File: src/rtl/kernel_bank_pkg.sv
// Shared types and preset kernels for the kernel_bank coefficient store.
// Presets are 3x3 row-major; kernel_bank centres them for larger kernel sizes.
package kernel_pkg;

  typedef enum logic [2:0] {
    KID_IDENTITY = 3'd0,
    KID_GAUSS    = 3'd1,
    KID_SHARPEN  = 3'd2,
    KID_RIDGE    = 3'd3,
    KID_SOBEL_X  = 3'd4,
    KID_SOBEL_Y  = 3'd5,
    KID_CUSTOM   = 3'd6,
    KID_RESERVED = 3'd7
  } kernel_id_t;

  typedef enum logic {
    LD_IDLE = 1'b0,
    LD_LOAD = 1'b1
  } ld_state_t;

  localparam int PRESET_NUM = 6;

  localparam int PRESET_COEF [0:PRESET_NUM-1][0:8] = '{
    '{ 0,  0,  0,  0,  1,  0,  0,  0,  0},
    '{ 1,  2,  1,  2,  4,  2,  1,  2,  1},
    '{ 0, -1,  0, -1,  5, -1,  0, -1,  0},
    '{-1, -1, -1, -1,  8, -1, -1, -1, -1},
    '{ 1,  0, -1,  2,  0, -2,  1,  0, -1},
    '{-1, -2, -1,  0,  0,  0,  1,  2,  1}
  };

  localparam int PRESET_SHIFT [0:PRESET_NUM-1] = '{0, 4, 0, 0, 0, 0};

  // Custom and reserved IDs fall back to identity here; the custom path is overlaid by the top.
  function automatic int preset_at(input logic [2:0] id, input int r, input int c,
                                   input int ksize);
    int off;
    int rr;
    int cc;
    int pid;
    off = (ksize - 3) / 2;
    rr  = r - off;
    cc  = c - off;
    pid = (id > 3'd5) ? 0 : int'(id);
    if (rr < 0 || rr > 2 || cc < 0 || cc > 2) return 0;
    return PRESET_COEF[pid][rr*3+cc];
  endfunction

  function automatic int preset_shift(input logic [2:0] id);
    int pid;
    pid = (id > 3'd5) ? 0 : int'(id);
    return PRESET_SHIFT[pid];
  endfunction

endpackage

File: src/rtl/kernel_bank_if.sv
// Custom-kernel load stream between the register/UART logic and kernel_bank.
interface kernel_bank_if #(
  parameter int COEFF_W = 8
) ();
  logic [COEFF_W-1:0] wr_data_in;
  logic               wr_valid_in;
  logic               wr_last_in;
  logic               wr_ready_out;

  modport master (output wr_data_in, wr_valid_in, wr_last_in, input wr_ready_out);
  modport slave  (input wr_data_in, wr_valid_in, wr_last_in, output wr_ready_out);
endinterface

File: src/rtl/kernel_bank_loader.sv
// Custom-kernel loader: collects K_SIZE*K_SIZE coefficients plus a shift word,
// and only replaces the staged kernel when the stream is well-formed.
module kernel_loader
  import kernel_pkg::*;
#(
  parameter int K_SIZE  = 3,
  parameter int COEFF_W = 8,
  parameter int SHIFT_W = 4
) (
  input  logic                              clk_in,
  input  logic                              rst_n_in,
  kernel_bank_if.slave                      ld_if,
  output logic [K_SIZE*K_SIZE*COEFF_W-1:0]  staged_coeffs_o,
  output logic [SHIFT_W-1:0]                staged_shift_o,
  output logic                              stage_done_o,
  output logic                              load_err_o
);
  localparam int NW    = K_SIZE * K_SIZE;
  localparam int VW    = NW * COEFF_W;
  localparam int IDX_W = $clog2(NW + 1);

  function automatic logic [VW-1:0] identity_vec();
    logic [VW-1:0] v;
    v = '0;
    for (int r = 0; r < K_SIZE; r++)
      for (int c = 0; c < K_SIZE; c++)
        v[(r*K_SIZE+c)*COEFF_W +: COEFF_W] = COEFF_W'(preset_at(KID_IDENTITY, r, c, K_SIZE));
    return v;
  endfunction

  localparam logic [VW-1:0] ID_VEC = identity_vec();

  ld_state_t          state_q;
  logic [IDX_W-1:0]   idx_q;
  logic [VW-1:0]      work_q;
  logic [VW-1:0]      staged_q;
  logic [SHIFT_W-1:0] staged_shift_q;
  logic               err_q;
  logic               shift_word;

  // The loader never stalls, so every valid word is accepted.
  assign ld_if.wr_ready_out = 1'b1;
  assign shift_word         = (state_q == LD_LOAD) && (idx_q == IDX_W'(NW));
  assign stage_done_o       = ld_if.wr_valid_in && ld_if.wr_last_in && shift_word;
  assign staged_coeffs_o    = staged_q;
  assign staged_shift_o     = staged_shift_q;
  assign load_err_o         = err_q;

  // Words go to a scratch buffer so a malformed stream never touches the staged kernel.
  always_ff @(posedge clk_in or negedge rst_n_in) begin
    if (!rst_n_in) begin
      state_q        <= LD_IDLE;
      idx_q          <= '0;
      work_q         <= '0;
      staged_q       <= ID_VEC;
      staged_shift_q <= '0;
      err_q          <= 1'b0;
    end else begin
      err_q <= 1'b0;
      if (ld_if.wr_valid_in) begin
        case (state_q)
          LD_IDLE: begin
            work_q[0 +: COEFF_W] <= ld_if.wr_data_in;
            if (ld_if.wr_last_in) begin
              err_q <= 1'b1;
            end else begin
              state_q <= LD_LOAD;
              idx_q   <= IDX_W'(1);
            end
          end
          LD_LOAD: begin
            if (shift_word) begin
              state_q <= LD_IDLE;
              idx_q   <= '0;
              if (ld_if.wr_last_in) begin
                staged_q       <= work_q;
                staged_shift_q <= ld_if.wr_data_in[SHIFT_W-1:0];
              end else begin
                err_q <= 1'b1;
              end
            end else begin
              work_q[int'(idx_q)*COEFF_W +: COEFF_W] <= ld_if.wr_data_in;
              if (ld_if.wr_last_in) begin
                err_q   <= 1'b1;
                state_q <= LD_IDLE;
                idx_q   <= '0;
              end else begin
                idx_q <= idx_q + 1'b1;
              end
            end
          end
        endcase
      end
    end
  end

endmodule

File: src/rtl/kernel_bank.sv
// Frame-synchronous convolution kernel store: six presets plus an optional custom
// kernel (built when KERNEL_BANK_CUSTOM_EN is defined), committed on frame_start_in.
module kernel_bank
  import kernel_pkg::*;
#(
  parameter int K_SIZE  = 3,
  parameter int COEFF_W = 8,
  parameter int SHIFT_W = 4
) (
  input  logic                              clk_in,
  input  logic                              rst_n_in,
  input  logic [2:0]                        sel_in,
  input  logic                              sel_valid_in,
  input  logic                              frame_start_in,
  kernel_bank_if.slave                      ld_if,
  output logic [K_SIZE*K_SIZE*COEFF_W-1:0]  coeffs_out,
  output logic [SHIFT_W-1:0]                shift_out,
  output logic [2:0]                        active_sel_out,
  output logic                              kernel_valid_out,
  output logic                              load_err_out
);
  localparam int NW = K_SIZE * K_SIZE;
  localparam int VW = NW * COEFF_W;

  function automatic logic [VW-1:0] preset_vec(input logic [2:0] id);
    logic [VW-1:0] v;
    v = '0;
    for (int r = 0; r < K_SIZE; r++)
      for (int c = 0; c < K_SIZE; c++)
        v[(r*K_SIZE+c)*COEFF_W +: COEFF_W] = COEFF_W'(preset_at(id, r, c, K_SIZE));
    return v;
  endfunction

  logic [2:0]         pending_q;
  logic [2:0]         active_sel_q;
  logic [2:0]         commit_sel;
  logic [VW-1:0]      coeffs_q;
  logic [VW-1:0]      coeffs_d;
  logic [SHIFT_W-1:0] shift_q;
  logic [SHIFT_W-1:0] shift_d;
  logic               valid_q;

`ifdef KERNEL_BANK_CUSTOM_EN
  localparam logic [VW-1:0] ID_VEC = preset_vec(KID_IDENTITY);

  logic [VW-1:0]      staged_coeffs;
  logic [SHIFT_W-1:0] staged_shift;
  logic               stage_done;
  logic               load_err;
  logic               staged_q;
  logic [VW-1:0]      custom_active_q;
  logic [SHIFT_W-1:0] custom_shift_q;
  logic [VW-1:0]      custom_src;
  logic [SHIFT_W-1:0] custom_src_shift;

  kernel_loader #(
    .K_SIZE  (K_SIZE),
    .COEFF_W (COEFF_W),
    .SHIFT_W (SHIFT_W)
  ) u_loader (
    .clk_in          (clk_in),
    .rst_n_in        (rst_n_in),
    .ld_if           (ld_if),
    .staged_coeffs_o (staged_coeffs),
    .staged_shift_o  (staged_shift),
    .stage_done_o    (stage_done),
    .load_err_o      (load_err)
  );

  // A kernel staged in the very cycle of frame_start_in waits for the next frame.
  assign custom_src       = staged_q ? staged_coeffs : custom_active_q;
  assign custom_src_shift = staged_q ? staged_shift  : custom_shift_q;
  assign load_err_out     = load_err;

  always_ff @(posedge clk_in or negedge rst_n_in) begin
    if (!rst_n_in) begin
      staged_q        <= 1'b0;
      custom_active_q <= ID_VEC;
      custom_shift_q  <= '0;
    end else begin
      if (frame_start_in && staged_q) begin
        custom_active_q <= staged_coeffs;
        custom_shift_q  <= staged_shift;
      end
      if (stage_done) begin
        staged_q <= 1'b1;
      end else if (frame_start_in) begin
        staged_q <= 1'b0;
      end
    end
  end
`else
  logic unused_ld;

  assign ld_if.wr_ready_out = 1'b0;
  assign load_err_out       = 1'b0;
  assign unused_ld          = ^{ld_if.wr_data_in, ld_if.wr_valid_in, ld_if.wr_last_in};
`endif

  always_comb begin
    commit_sel = sel_valid_in ? sel_in : pending_q;
    coeffs_d   = preset_vec(commit_sel);
    shift_d    = SHIFT_W'(preset_shift(commit_sel));
`ifdef KERNEL_BANK_CUSTOM_EN
    if (commit_sel == KID_CUSTOM) begin
      coeffs_d = custom_src;
      shift_d  = custom_src_shift;
    end
`endif
  end

  always_ff @(posedge clk_in or negedge rst_n_in) begin
    if (!rst_n_in) begin
      pending_q    <= '0;
      active_sel_q <= '0;
      coeffs_q     <= '0;
      shift_q      <= '0;
      valid_q      <= 1'b0;
    end else begin
      if (sel_valid_in) pending_q <= sel_in;
      if (frame_start_in) begin
        active_sel_q <= commit_sel;
        coeffs_q     <= coeffs_d;
        shift_q      <= shift_d;
        valid_q      <= 1'b1;
      end
    end
  end

  assign coeffs_out       = coeffs_q;
  assign shift_out        = shift_q;
  assign active_sel_out   = active_sel_q;
  assign kernel_valid_out = valid_q;

endmodule

File: src/flat_wrapper.sv
// flat-port wrapper written by rule: the top's interface ports become plain ports
module kernel_bank_flat import kernel_pkg::*;
#(
  parameter int K_SIZE  = 3,
  parameter int COEFF_W = 8,
  parameter int SHIFT_W = 4
)
  (clk_in, rst_n_in, sel_in, sel_valid_in, frame_start_in, coeffs_out, shift_out, active_sel_out, kernel_valid_out, load_err_out, ld_if_wr_data_in, ld_if_wr_valid_in, ld_if_wr_last_in, ld_if_wr_ready_out);
  kernel_bank_if #(.COEFF_W(COEFF_W)) ld_if_i ();
  input  logic clk_in;
  input  logic rst_n_in;
  input  logic [2:0] sel_in;
  input  logic sel_valid_in;
  input  logic frame_start_in;
  output logic [K_SIZE*K_SIZE*COEFF_W-1:0] coeffs_out;
  output logic [SHIFT_W-1:0] shift_out;
  output logic [2:0] active_sel_out;
  output logic kernel_valid_out;
  output logic load_err_out;
  input wire logic [$bits(ld_if_i.wr_data_in)-1:0] ld_if_wr_data_in;
  input wire logic [$bits(ld_if_i.wr_valid_in)-1:0] ld_if_wr_valid_in;
  input wire logic [$bits(ld_if_i.wr_last_in)-1:0] ld_if_wr_last_in;
  output wire logic [$bits(ld_if_i.wr_ready_out)-1:0] ld_if_wr_ready_out;
  assign ld_if_i.wr_data_in = ld_if_wr_data_in;
  assign ld_if_i.wr_valid_in = ld_if_wr_valid_in;
  assign ld_if_i.wr_last_in = ld_if_wr_last_in;
  assign ld_if_wr_ready_out = ld_if_i.wr_ready_out;
  kernel_bank #(.K_SIZE(K_SIZE), .COEFF_W(COEFF_W), .SHIFT_W(SHIFT_W)) u_core (.clk_in(clk_in), .rst_n_in(rst_n_in), .sel_in(sel_in), .sel_valid_in(sel_valid_in), .frame_start_in(frame_start_in), .ld_if(ld_if_i), .coeffs_out(coeffs_out), .shift_out(shift_out), .active_sel_out(active_sel_out), .kernel_valid_out(kernel_valid_out), .load_err_out(load_err_out));
endmodule
File: config.mk
export PLATFORM = sky130hd
export DESIGN_NAME = kernel_bank_flat
export DESIGN_NICKNAME = d
export VERILOG_FILES = /design/src/rtl/kernel_bank_pkg.sv /design/src/rtl/kernel_bank_if.sv /design/src/rtl/kernel_bank_loader.sv /design/src/rtl/kernel_bank.sv /design/src/flat_wrapper.sv
export SDC_FILE = /design/constraint.sdc
export NUM_CORES = 1
export LEC_CHECK = 0
export CORE_ASPECT_RATIO = 1.5
export CORE_MARGIN = 5
export CORE_UTILIZATION = 34
export DETAILED_ROUTE_END_ITERATION = 7
export PLACE_DENSITY = 0.77
export SLEW_MARGIN = 20
export SYNTH_ARGS = -nofsm -noshare
export SYNTH_HDL_FRONTEND = slang
export SYNTH_SLANG_ARGS = --single-unit
File: constraint.sdc
create_clock -name clk_in -period 1.7 [get_ports clk_in]
set_input_delay 0.255 -clock clk_in [delete_from_list [all_inputs] [get_ports clk_in]]
set_output_delay 0.255 -clock clk_in [all_outputs]
set_load 0.02 [all_outputs]
# Word level (Yosys, flattened, before mapping)
# Memories as Yosys holds them, arrays and structs flattened. A register that Yosys moved wholly into a read port is not among the register bits.
# Index checks and enable logic that the tools add are counted.
[word_totals]
ff_bits = 7
rom_bits = 2560
output_inout_bits = 82
word_cells = 11
mem_count = 2
[op_classes]
magnitude_cmp = 1
muxes = 2
n_bitwise = 1
reduce_logical = 2
[memory_table]
columns = ["name", "depth", "width", "read_ports", "rd_ports_with_merged_regs", "write_ports", "line_no", "source"]
rows = [
  ["(name not given)", 8, 288, 1, 1, 0, "kernel_bank_pkg.sv:46", "return PRESET_COEF[pid][rr*3+cc];"],
  ["(name not given)", 8, 32, 1, 1, 0, "kernel_bank_pkg.sv:52", "return PRESET_SHIFT[pid];"],
]
[ops]
columns = ["operator", "n"]
rows = [
  ["inverter 32 bit", 1],
  ["2-to-1 mux 3 bit", 2],
  ["> comparator 3 bit (second input constant)", 1],
  ["logical NOT 1 bit", 2],
]

# Depth between registers and ports, before layout
[depth]
word_depth = 4
ltp_mapped = 7
ltp_nobuf = 7

# Least setup slack after synthesis
# Ideal clock, no wire load.
[synth_timing]
path_type = "reg-to-reg"
from = "reg u_core.pending_q[2]"
to = "reg u_core.coeffs_q[34], in the netlist u_core.coeffs_out[34]"
setup_ns = 0.137
arrival_ns = 1.315
required_time_ns = 1.563
setup_slack_ns = 0.249
stages_incl_launch_ff = 7
path_buffers = 0
period_less_slack_ns = 1.451
path_cell_list = "dfrtp_1 > mux2i_2 > nand2_1 > inv_2 > ha_1 > o211ai_1 > o21ai_0"
[synth_via]
elab_chain_cells = 4
[synth_lines]
columns = ["element", "line_no", "source"]
rows = [
  ["from (decl)", "kernel_bank.sv:34", "logic [2:0] pending_q;"],
  ["from (signal assigned)", "kernel_bank.sv:120", "if (sel_valid_in) pending_q <= sel_in;"],
  ["2-to-1 mux 3 bit (*)", "kernel_bank.sv:101", "commit_sel = sel_valid_in ? sel_in : pending_q;"],
  ["> comparator 3 bit", "kernel_bank_pkg.sv:44", "pid = (id > 3'd5) ? 0 : int'(id);"],
  ["2-to-1 mux 3 bit (*)", "kernel_bank_pkg.sv:44", ""],
  ["inverter 32 bit (implied by the code) (*)", "kernel_bank_pkg.sv:46", ""],
  ["to (decl)", "kernel_bank.sv:37", "logic [VW-1:0] coeffs_q;"],
]
# Every way passes the cells marked *; elsewhere a longest branch is shown, timed or not.
# A chain may end at the register's enable or synchronous reset.

==> impl_metrics.env <==
export IMPL_outcome="finished, final reports clean"
export IMPL_final_setup_viol_count=0
export IMPL_ys_warn_count=0
export IMPL_cp_required_ns=1.44
export IMPL_drt_initial_drc_count=28
export IMPL_syn_to_final_growth_pct=43.0
export IMPL_cts_root_buffer="clkbuf_8"
export IMPL_yosys_area_share_simple=0.0612
export IMPL_ant_nets=0
export IMPL_drc=0
export IMPL_die_y_microns=86.6
export IMPL_totalWireLength_microns=2840
export IMPL_antenna_found_initial=0
export IMPL_cts_tree="built"
export IMPL_stdcell_count=217
export IMPL_crit_arrival_ns=1.37
export IMPL_clock_latency_ns=0.25
export IMPL_ys_ff_latch=20
export IMPL_leakage_nw=1.10
export IMPL_clk_pin_slew_ns=0.07
export IMPL_hold_viol_final=0
export IMPL_io_pins=99
export IMPL_vias=954
export IMPL_cts_sinks=20
export IMPL_finalSetupTns_ns=0
export IMPL_cap_violations=0
export IMPL_final_area_sq_mm=0.00190
export IMPL_critical_path_top_delay_family="buffers and inverters"
export IMPL_cts_hold_buf=0
export IMPL_synth_mux_area_fraction=0.0621
export IMPL_grt_usage=0.104
export IMPL_fillers=345
export IMPL_rsz0062_at_grt="no"
export IMPL_place_gp_congestion=0.878
export IMPL_start_util=0.358
export IMPL_syn_area_per_cell_sq_um=9.49
export IMPL_path_buf_inv=1
export IMPL_drv_slew=0
export IMPL_row_count=27
export IMPL_htree_levels=1
export IMPL_vdd_drop_max_uv=566
export IMPL_die_area_sq_mm=0.00528
export IMPL_viasPerCell=4.40
export IMPL_grt_pass1_vias=889
export IMPL_drive_gt1_frac=0.149
export IMPL_finalNetCount=193
export IMPL_hp_class="input pin to async pin"
export IMPL_grt_pass1_wl_microns=4280
export IMPL_critPathMaxStageDelay_ns=0.66
export IMPL_synthesis_instances=140
export IMPL_place_inst=212
export IMPL_cts_buffer_depth=2
export IMPL_grt_ovfl_total=0
export IMPL_diodes=0
export IMPL_io_buffers=78
export IMPL_avgRoutedWirePerCell_microns=13.1
export IMPL_synth_cell_types=29
export IMPL_critPathCaptureType="output port"
export IMPL_fmax_mhz=617
export IMPL_die_x_microns=61.0
export IMPL_synth_xor_xnor_area_share=0
export IMPL_period_share=0.954
export IMPL_clock_skew_ns=0.00262
export IMPL_synthAdderAreaFrac=0.00942
export IMPL_synth_top_family_by_area="buffers and inverters"
export IMPL_core_sq_mm=0.00372
export IMPL_finalCriticalPeriod_ns=1.62
export IMPL_power_density_mw_per_mm2=1000
export IMPL_crit_path_cell_trace="clkdlybuf4s50_1"
export IMPL_crit_fanout=8
export IMPL_syn_cell_area_sq_mm=0.00133
export IMPL_crit_path_top_delay_cell="clkdlybuf4s50_1"
export IMPL_firstDrtPassIters=4
export IMPL_critPathLaunchType="flop"
export IMPL_critPathKind="flop to output port"
export IMPL_dp_final_hpwl_microns=2250
export IMPL_grt_max_degree=30
export IMPL_synth_compound_area_frac=0.0866
export IMPL_cts_buffers=3
export IMPL_placed_cell_area_sq_mm=0.00178
export IMPL_ys_seq_area_frac=0.377
-- cell usage after synthesis --
cell type  instances  area [sq um]
or2_2              1          6.26
ha_1               1          12.5
nand3_1            3          15.0
a21oi_1            5          25.0
inv_2              2          7.51
o22ai_1            1          6.26
mux2i_2            2          27.5
clkinv_1           1          3.75
o211ai_1           2          15.0
nand2_1            2          7.51
buf_2              1          5.00
buf_4             65           488
o311ai_1           1          8.76
a31oi_1            3          18.8
nor2_1             9          33.8
nand2b_1           2          12.5
o22a_1             1          8.76
mux2i_1            1          10.0
nand4_1            1          6.26
mux2i_4            1          22.5
inv_1              4          15.0
inv_4              1          6.26
clkbuf_1           2          7.51
o32ai_1            1          8.76
mux2_2             2          22.5
dfrtp_1           20           500
conb_1             1          3.75
o21ai_0            3          15.0
o21ai_2            1          8.76
-- power breakdown --
group | internal (mW) | switching [mW]
combinational | 0.450 | 0.500
sequential | 0.536 | 0.0675
clock | 0.206 | 0.147
total | 1.19 | 0.715
-- worst register-to-register path: stages, from the launching register on --
cell      delay [ns]
dfrtp_1         0.41
mux2i_4         0.21
inv_2           0.06
nand2_1         0.09
inv_2           0.05
ha_1            0.28
o211ai_1        0.09
o21ai_0         0.11
-- timing repair --
| action | in CTS | in global routing |
|---|---|---|
| buffers inserted | 1 | 0 |
| setup endpoints to repair | 19 | 25 |
| pin swaps | 0 | 0 |
| gates resized for setup | 3 | 22 |
-- cell type report --
| class | instances | area (sq um) | area share |
|---|---|---|---|
| clock buffers | 4 | 55.1 | 0.0290 |
| inverters | 8 | 32.5 | 0.0171 |
| flip-flops and latches | 20 | 502 | 0.264 |
| multi-input cells | 53 | 329 | 0.173 |
| repair buffers | 89 | 928 | 0.488 |
| well taps | 43 | 53.8 | 0.0283 |
-- state kept, by name (all words and copies together), names as in the netlist --
| name | flops |
|---|---|
| coeffs_out | 5 |
| u_core.active_sel_out | 3 |
| u_core.shift_out | 1 |
| u_core.pending_q | 3 |
| u_core.coeffs_out | 7 |
| u_core.kernel_valid_out | 1 |
-- routing by layer --
layer | global-route usage | share of wire | vias to the layer above
met5 | 0 | 0 | -
met4 | 0.0394 | 0.020 | 0
met3 | 0.0179 | 0.098 | 6
met2 | 0.197 | 0.54 | 56
met1 | 0.109 | 0.34 | 445
li1 | - | - | 447
-- final timing paths --
kind,end,cells after the start,from,slack (ns)
min in group clk_in,u_core.kernel_valid_out,1,u_core.kernel_valid_out,0.48
min,u_core.active_sel_out[1],2,rst_n_in,0.33
max in group asynchronous,u_core.coeffs_out[8],2,rst_n_in,1.15
max,coeffs_out[21],1,coeffs_out[17],0.08
min reg2reg,u_core.kernel_valid_out,1,u_core.kernel_valid_out,0.48
max reg2reg,u_core.coeffs_out[34],7,u_core.pending_q[1],0.28
-- kinds of logic (layout without fill, tap and decap cells) --
kind of cell               after synthesis  in the layout
and+or+nand+nor                         18             18
muxes                                    6              6
DFF                                     20             20
other                                    1             10
buffers and inverters                   76            101
adders and majority gates                1              1
AOI/OAI and AO/OA                       18             18
-- through the flow --
stage	utilization	worst slack, ns	total power, mW	hold WS [ns]
final	0.511	0.0789	1.91	0.329
after global routing	0.511	0.00104	2.00	0.359
after CTS	0.497	0.00316	1.94	0.340
after detailed placement	0.480	-0.302	1.59	0.466
after global placement	0.480	-0.297	1.58	0.463
after floorplan	-	0.249	1.30	-0.0406
-- placed cells by master (no fill, tap or decap), types with 3 or more instances in the layout --
master / instances
nor2_1: 9
a21oi_1: 5
dlymetal6s2s_1: 22
clkbuf_8: 4
o21ai_0: 3
nand3_1: 3
buf_4: 10
clkdlybuf4s50_1: 54
conb_1: 10
a31oi_1: 3
dfrtp_1: 19
inv_1: 4
(Power assumes the default switching activity.)
